File: config.mk
export PLATFORM = sky130hd
export DESIGN_NAME = mem_arbiter_flat
export DESIGN_NICKNAME = d
export VERILOG_FILES = /design/src/rtl/mem_arbiter_if.sv /design/src/rtl/mem_arbiter.sv /design/src/flat_wrapper.sv
export SDC_FILE = /design/constraint.sdc
export NUM_CORES = 1
export LEC_CHECK = 0
export CORE_ASPECT_RATIO = 0.8
export CORE_MARGIN = 5
export CORE_UTILIZATION = 30
export DETAILED_ROUTE_END_ITERATION = 12
export PLACE_DENSITY_LB_ADDON = 0.15
export SYNTH_ARGS = -nofsm -noshare
export SYNTH_HDL_FRONTEND = slang
export SYNTH_SLANG_ARGS = --single-unit
File: constraint.sdc
create_clock -name clk -period 2.21 [get_ports clk]
set_clock_uncertainty 0.1 [all_clocks]
set_input_delay 0.442 -clock clk [delete_from_list [all_inputs] [get_ports clk]]
set_output_delay 0.442 -clock clk [all_outputs]
set_load 0.1 [all_outputs]
File: src/rtl/mem_arbiter_if.sv
// mem_arbiter_if: bundles the instruction-fetch port (i_*), data port (d_*),
// shared-memory port (m_*) and status outputs of mem_arbiter.
//   slave  : the arbiter side (drives acks, rdata, m_* command, status)
//   master : the environment side (requesters and shared memory)
interface mem_arbiter_if;
  logic        i_req;
  logic [31:0] i_addr;
  logic [31:0] i_rdata;
  logic        i_ack;

  logic        d_req;
  logic        d_we;
  logic [31:0] d_addr;
  logic [31:0] d_wdata;
  logic [3:0]  d_be;
  logic [31:0] d_rdata;
  logic        d_ack;

  logic        m_req;
  logic        m_we;
  logic [31:0] m_addr;
  logic [31:0] m_wdata;
  logic [3:0]  m_be;
  logic [31:0] m_rdata;
  logic        m_ready;

  logic        busy;
  logic        timeout_err;

  modport slave (
    input  i_req, i_addr, d_req, d_we, d_addr, d_wdata, d_be, m_rdata, m_ready,
    output i_rdata, i_ack, d_rdata, d_ack, m_req, m_we, m_addr, m_wdata, m_be,
           busy, timeout_err
  );

  modport master (
    output i_req, i_addr, d_req, d_we, d_addr, d_wdata, d_be, m_rdata, m_ready,
    input  i_rdata, i_ack, d_rdata, d_ack, m_req, m_we, m_addr, m_wdata, m_be,
           busy, timeout_err
  );
endinterface

File: src/rtl/mem_arbiter.sv
// mem_arbiter: two-port (instruction fetch / data) round-robin arbiter in
// front of a single shared memory port. One transaction at a time:
// IDLE (arbitrate) -> BUSY (m_req held until m_ready) -> RESP (one-cycle ack).
// Ports:
//   clk    : clock, rising edge
//   rst_n  : asynchronous active-low reset
//   bus    : mem_arbiter_if.slave (i_*, d_*, m_*, busy, timeout_err)
// Parameter:
//   TIMEOUT_CYCLES : BUSY cycles without m_ready before abort (2..255)
// Optional feature macro: ARB_TIMEOUT_EN
//   defined   -> BUSY cycles counted; abort with ack, rdata=0, timeout_err=1
//   undefined -> BUSY waits indefinitely, timeout_err tied low
module mem_arbiter #(
  parameter int unsigned TIMEOUT_CYCLES = 16
) (
  input logic          clk,
  input logic          rst_n,
  mem_arbiter_if.slave bus
);

  typedef enum logic [1:0] {
    S_IDLE = 2'd0,
    S_BUSY = 2'd1,
    S_RESP = 2'd2
  } state_t;

  state_t      r_state;
  logic        r_last_d;   // 1: last/current grant is D, 0: I
  logic        r_m_req;
  logic        r_m_we;
  logic [31:0] r_m_addr;
  logic [31:0] r_m_wdata;
  logic [3:0]  r_m_be;
  logic        r_i_ack;
  logic        r_d_ack;
  logic [31:0] r_i_rdata;
  logic [31:0] r_d_rdata;
  logic        r_busy;
  logic        r_to_err;

  logic        w_any_req;
  logic        w_gnt_d;
  logic        w_timeout;

  assign w_any_req = bus.i_req | bus.d_req;
  // D wins when alone, or on contention when I was granted last.
  assign w_gnt_d   = bus.d_req & (~bus.i_req | ~r_last_d);

`ifdef ARB_TIMEOUT_EN
  logic [7:0] r_cnt;

  // r_cnt holds the number of BUSY cycles already completed, so the
  // TIMEOUT_CYCLES-th BUSY cycle sees r_cnt == TIMEOUT_CYCLES-1 and aborts
  // at its end unless m_ready arrives in that same cycle.
  assign w_timeout = (r_state == S_BUSY) && (r_cnt == 8'(TIMEOUT_CYCLES - 1));

  always_ff @(posedge clk or negedge rst_n) begin
    if (!rst_n) begin
      r_cnt <= '0;
    end else if (r_state == S_IDLE) begin
      r_cnt <= '0;
    end else if (r_state == S_BUSY) begin
      r_cnt <= r_cnt + 8'd1;
    end
  end
`else
  logic w_unused_to;
  assign w_unused_to = ^8'(TIMEOUT_CYCLES);
  assign w_timeout   = 1'b0;
`endif

  always_ff @(posedge clk or negedge rst_n) begin
    if (!rst_n) begin
      r_state   <= S_IDLE;
      r_last_d  <= 1'b0;
      r_m_req   <= 1'b0;
      r_m_we    <= 1'b0;
      r_m_addr  <= '0;
      r_m_wdata <= '0;
      r_m_be    <= '0;
      r_i_ack   <= 1'b0;
      r_d_ack   <= 1'b0;
      r_i_rdata <= '0;
      r_d_rdata <= '0;
      r_busy    <= 1'b0;
      r_to_err  <= 1'b0;
    end else begin
      case (r_state)
        S_IDLE: begin
          if (w_any_req) begin
            r_state  <= S_BUSY;
            r_busy   <= 1'b1;
            r_m_req  <= 1'b1;
            r_last_d <= w_gnt_d;
            if (w_gnt_d) begin
              r_m_we    <= bus.d_we;
              r_m_addr  <= bus.d_addr;
              r_m_wdata <= bus.d_wdata;
              r_m_be    <= bus.d_be;
            end else begin
              r_m_we    <= 1'b0;
              r_m_addr  <= bus.i_addr;
              r_m_wdata <= '0;
              r_m_be    <= 4'hF;
            end
          end
        end
        S_BUSY: begin
          // m_ready takes priority over a coincident timeout.
          if (bus.m_ready || w_timeout) begin
            r_state  <= S_RESP;
            r_m_req  <= 1'b0;
            r_to_err <= ~bus.m_ready;
            if (r_last_d) begin
              r_d_ack   <= 1'b1;
              r_d_rdata <= bus.m_ready ? bus.m_rdata : 32'h0;
            end else begin
              r_i_ack   <= 1'b1;
              r_i_rdata <= bus.m_ready ? bus.m_rdata : 32'h0;
            end
          end
        end
        S_RESP: begin
          r_state  <= S_IDLE;
          r_busy   <= 1'b0;
          r_i_ack  <= 1'b0;
          r_d_ack  <= 1'b0;
          r_to_err <= 1'b0;
        end
        default: begin
          r_state <= S_IDLE;
        end
      endcase
    end
  end

  assign bus.m_req       = r_m_req;
  assign bus.m_we        = r_m_we;
  assign bus.m_addr      = r_m_addr;
  assign bus.m_wdata     = r_m_wdata;
  assign bus.m_be        = r_m_be;
  assign bus.i_ack       = r_i_ack;
  assign bus.d_ack       = r_d_ack;
  assign bus.i_rdata     = r_i_rdata;
  assign bus.d_rdata     = r_d_rdata;
  assign bus.busy        = r_busy;
  assign bus.timeout_err = r_to_err;

endmodule

File: src/flat_wrapper.sv
// flat-port wrapper written by rule: the top's interface ports become plain ports
module mem_arbiter_flat 
#(
  parameter int unsigned TIMEOUT_CYCLES = 16
)
  (clk, rst_n, bus_i_req, bus_i_addr, bus_d_req, bus_d_we, bus_d_addr, bus_d_wdata, bus_d_be, bus_m_rdata, bus_m_ready, bus_i_rdata, bus_i_ack, bus_d_rdata, bus_d_ack, bus_m_req, bus_m_we, bus_m_addr, bus_m_wdata, bus_m_be, bus_busy, bus_timeout_err);
  mem_arbiter_if bus_i ();
  input logic clk;
  input logic rst_n;
  input wire logic [$bits(bus_i.i_req)-1:0] bus_i_req;
  input wire logic [$bits(bus_i.i_addr)-1:0] bus_i_addr;
  input wire logic [$bits(bus_i.d_req)-1:0] bus_d_req;
  input wire logic [$bits(bus_i.d_we)-1:0] bus_d_we;
  input wire logic [$bits(bus_i.d_addr)-1:0] bus_d_addr;
  input wire logic [$bits(bus_i.d_wdata)-1:0] bus_d_wdata;
  input wire logic [$bits(bus_i.d_be)-1:0] bus_d_be;
  input wire logic [$bits(bus_i.m_rdata)-1:0] bus_m_rdata;
  input wire logic [$bits(bus_i.m_ready)-1:0] bus_m_ready;
  output wire logic [$bits(bus_i.i_rdata)-1:0] bus_i_rdata;
  output wire logic [$bits(bus_i.i_ack)-1:0] bus_i_ack;
  output wire logic [$bits(bus_i.d_rdata)-1:0] bus_d_rdata;
  output wire logic [$bits(bus_i.d_ack)-1:0] bus_d_ack;
  output wire logic [$bits(bus_i.m_req)-1:0] bus_m_req;
  output wire logic [$bits(bus_i.m_we)-1:0] bus_m_we;
  output wire logic [$bits(bus_i.m_addr)-1:0] bus_m_addr;
  output wire logic [$bits(bus_i.m_wdata)-1:0] bus_m_wdata;
  output wire logic [$bits(bus_i.m_be)-1:0] bus_m_be;
  output wire logic [$bits(bus_i.busy)-1:0] bus_busy;
  output wire logic [$bits(bus_i.timeout_err)-1:0] bus_timeout_err;
  assign bus_i.i_req = bus_i_req;
  assign bus_i.i_addr = bus_i_addr;
  assign bus_i.d_req = bus_d_req;
  assign bus_i.d_we = bus_d_we;
  assign bus_i.d_addr = bus_d_addr;
  assign bus_i.d_wdata = bus_d_wdata;
  assign bus_i.d_be = bus_d_be;
  assign bus_i.m_rdata = bus_m_rdata;
  assign bus_i.m_ready = bus_m_ready;
  assign bus_i_rdata = bus_i.i_rdata;
  assign bus_i_ack = bus_i.i_ack;
  assign bus_d_rdata = bus_i.d_rdata;
  assign bus_d_ack = bus_i.d_ack;
  assign bus_m_req = bus_i.m_req;
  assign bus_m_we = bus_i.m_we;
  assign bus_m_addr = bus_i.m_addr;
  assign bus_m_wdata = bus_i.m_wdata;
  assign bus_m_be = bus_i.m_be;
  assign bus_busy = bus_i.busy;
  assign bus_timeout_err = bus_i.timeout_err;
  mem_arbiter #(.TIMEOUT_CYCLES(TIMEOUT_CYCLES)) u_core (.clk(clk), .rst_n(rst_n), .bus(bus_i));
endmodule
==> results.ini <==
[outcome]
run_status = complete, no violations

[critical_path]
cp-start-kind = input port
cp.required_ns = 2.43
startpoint = bus_i_req
critPathCaptureType = flop
cp.arrival_ns = 1.91
cp_max_fo = 22
worstReg2RegStart = u_core.r_state[0]
path_class = in2reg

[synth]
ys_ff_latch = 141
netlist_area_um2 = 5523
yosysSeqAreaShare_pct = 63.89
syn_nets = 529
yosysWarnings = 0
synth_cell_type_count = 25
syn_inst = 391
avgSynthCellArea_um2 = 14.12

[floorplan]
ioPinCount = 276
core_um2 = 18110
die_y_um = 131.4
rows = 44
initial_core_util_pct = 30.49
fp.dieArea_um2 = 21240
dieWidth_um = 161.7

[sta]
finalHoldViolCount = 0
fin_crit_ns = 1.684
period_share_pct = 76.20
finalSetupViolations = 0
rsz0062_at_grt = false
tightestPinTransition_ns = 0.4512
slew_headroom_pct = 69.92
max_freq_mhz = 593.8
slew_violations = 0
final.setup.tns_ns = 0

[global_routing]
grt_usage_pct = 16.26
grt_max_degree = 40
grt_pass1_wl_mm = 27.23
antenna_found_initial = 0
first_global_vias = 4867
grt_overflow = 0

[job]
maxCapViolations = 0

[routing]
vias = 4380
drtPass1Iterations = 4
routedWlPerCell_um = 18.93
drt_iter0_drc = 194
drc_errors = 0
met1_length_mm = 7.183
via_per_inst = 4.792
top_layer = met4
dr_wl_met2_mm = 7.980
antenna_left = 0
wl_mm = 17.30
met3_length_mm = 1.719

[clocking]
cts.repair.resized = 0
cts_tree = done
clk_pin_slew_ns = 0.06
cts_hold_buf = 1
clock_latency_ns = 0.40
cts-root-buf = clkbuf_16
cts_buffers = 17
clkSinkCount = 141
cts_setup_buffers = 0
clockBufferDepth = 2
htree_levels = 4

[layout]
nets = 810
area_delta_synth_final_pct = 62.01
antenna_cells = 0
drive_gt1_share_pct = 37.57

[worst_hold_path]
min_path_type = reg2reg
hp-start = u_core.bus.m_req

[placement]
dp_hpwl_mm = 12.61
place.gp.congestion = 0.7649
port_buffers = 275

-- synth_stat cells --
cell type	count	area share [%]
nand2_1	36	2.4
and3_1	1	0.11
nand2_2	1	0.11
or3_1	1	0.11
buf_6	3	0.61
o21a_1	1	0.14
a2bb2oi_1	32	5.1
o21ba_2	1	0.18
o22a_1	4	0.63
mux2_2	64	13
o21bai_2	1	0.20
inv_1	1	0.068
nand2b_1	3	0.34
clkbuf_1	15	1.0
a21boi_1	1	0.14
o21ai_0	1	0.091
a211oi_1	32	4.3
buf_2	12	1.1
a21o_1	2	0.27
dfrtp_1	141	64
a21bo_1	1	0.18
nor3_4	1	0.29
nor2_2	2	0.23
a22o_1	33	5.2
nand3b_1	1	0.14
-- final timing paths --
path | to | cells past startpoint | slack, ns
setup / recovery | u_core.bus.m_addr[3] | 5 | 0.53
hold / removal | u_core.bus.m_req | 2 | 0.39
setup reg to reg | u_core.bus.d_rdata[10] | 5 | 0.58
hold reg to reg | u_core.bus.m_req | 2 | 0.39
max in group asynchronous | u_core.bus.m_wdata[9] | 3 | 0.99
min in group asynchronous | u_core.bus.m_addr[0] | 2 | 0.40
-- registers in the layout, summed over array words and instances, names as in the netlist --
| name | cells |
|---|---|
| u_core.bus.m_wdata | 32 |
| u_core.bus.timeout_err | 1 |
| u_core.bus.busy | 1 |
| u_core.bus.i_ack | 1 |
| u_core.bus.m_addr | 32 |
| u_core.bus.m_be | 4 |
| u_core.bus.m_req | 1 |
| u_core.r_last_d | 1 |
| u_core.bus.m_we | 1 |
| u_core.r_state | 2 |
| u_core.bus.i_rdata | 32 |
| u_core.bus.d_ack | 1 |
| u_core.bus.d_rdata | 32 |
-- layout by cell type (no fill, tap or decap), types with 2 or more instances in the layout --
cell	instances
buf_4	148
dfrtp_1	141
clkdlybuf4s50_1	136
mux2_2	64
nand2_1	36
a22o_1	33
a211oi_1	32
a2bb2oi_1	32
clkbuf_16	17
bufinv_16	6
buf_12	6
o22a_1	4
nand2b_1	3
clkinv_2	3
inv_6	3
a21o_1	2
clkinv_4	2
-- final cells by class --
| cell class | count | area, um^2 |
|---|---|---|
| Tap cell | 230 | 287.8 |
| Timing Repair Buffer | 292 | 2614 |
| Multi-Input combinational cell | 219 | 1849 |
| Inverter | 1 | 3.754 |
| Sequential cell | 141 | 3528 |
| Fill cell | 1593 | 9165 |
| Clock buffer | 17 | 425.4 |
| Clock inverter | 14 | 239.0 |
-- per-layer routing --
layer	vias up	GRT usage (%)
met4	0	6.200
met3	27	7.201
li1	2016	-
met2	197	25.62
met1	2140	19.74
met5	-	0
-- cell families (layout without fill, tap and decap cells) --
kind of cell,after synthesis,in the layout,share of synthesized area (%)
flops,141,141,63.89
compound gates,109,109,16.49
mux,64,64,13.05
simple gates,46,46,3.784
buf+inv,31,324,2.786
-- worst max-delay path: stages --
cell and delay (ns):
clkdlybuf4s50_1 0.48, o21bai_2 0.35, buf_4 0.34, a211oi_1 0.11, a2bb2oi_1 0.18
-- per-stage QoR --
step / instance area [um^2] / instances / utilization (%) / worst slack, ns / hold slack (ns)
6_report: 8947 / 914 / 49.40 / 0.5259 / 0.3859
5_1_grt: 8947 / 914 / 49.40 / 0.4394 / 0.4031
4_1_cts: 8947 / 914 / 49.40 / 0.5245 / 0.3916
3_5_place_dp: 8273 / 882 / 45.68 / 0.08411 / 0.2647
3_3_place_gp: 8273 / 882 / 45.68 / 0.1163 / 0.2615
2_1_floorplan: 5523 / 391 / - / 0.6505 / 0.04641
Power is not shown: default switching activity piles up to over one toggle a cycle in this logic, so the estimate is an artifact.
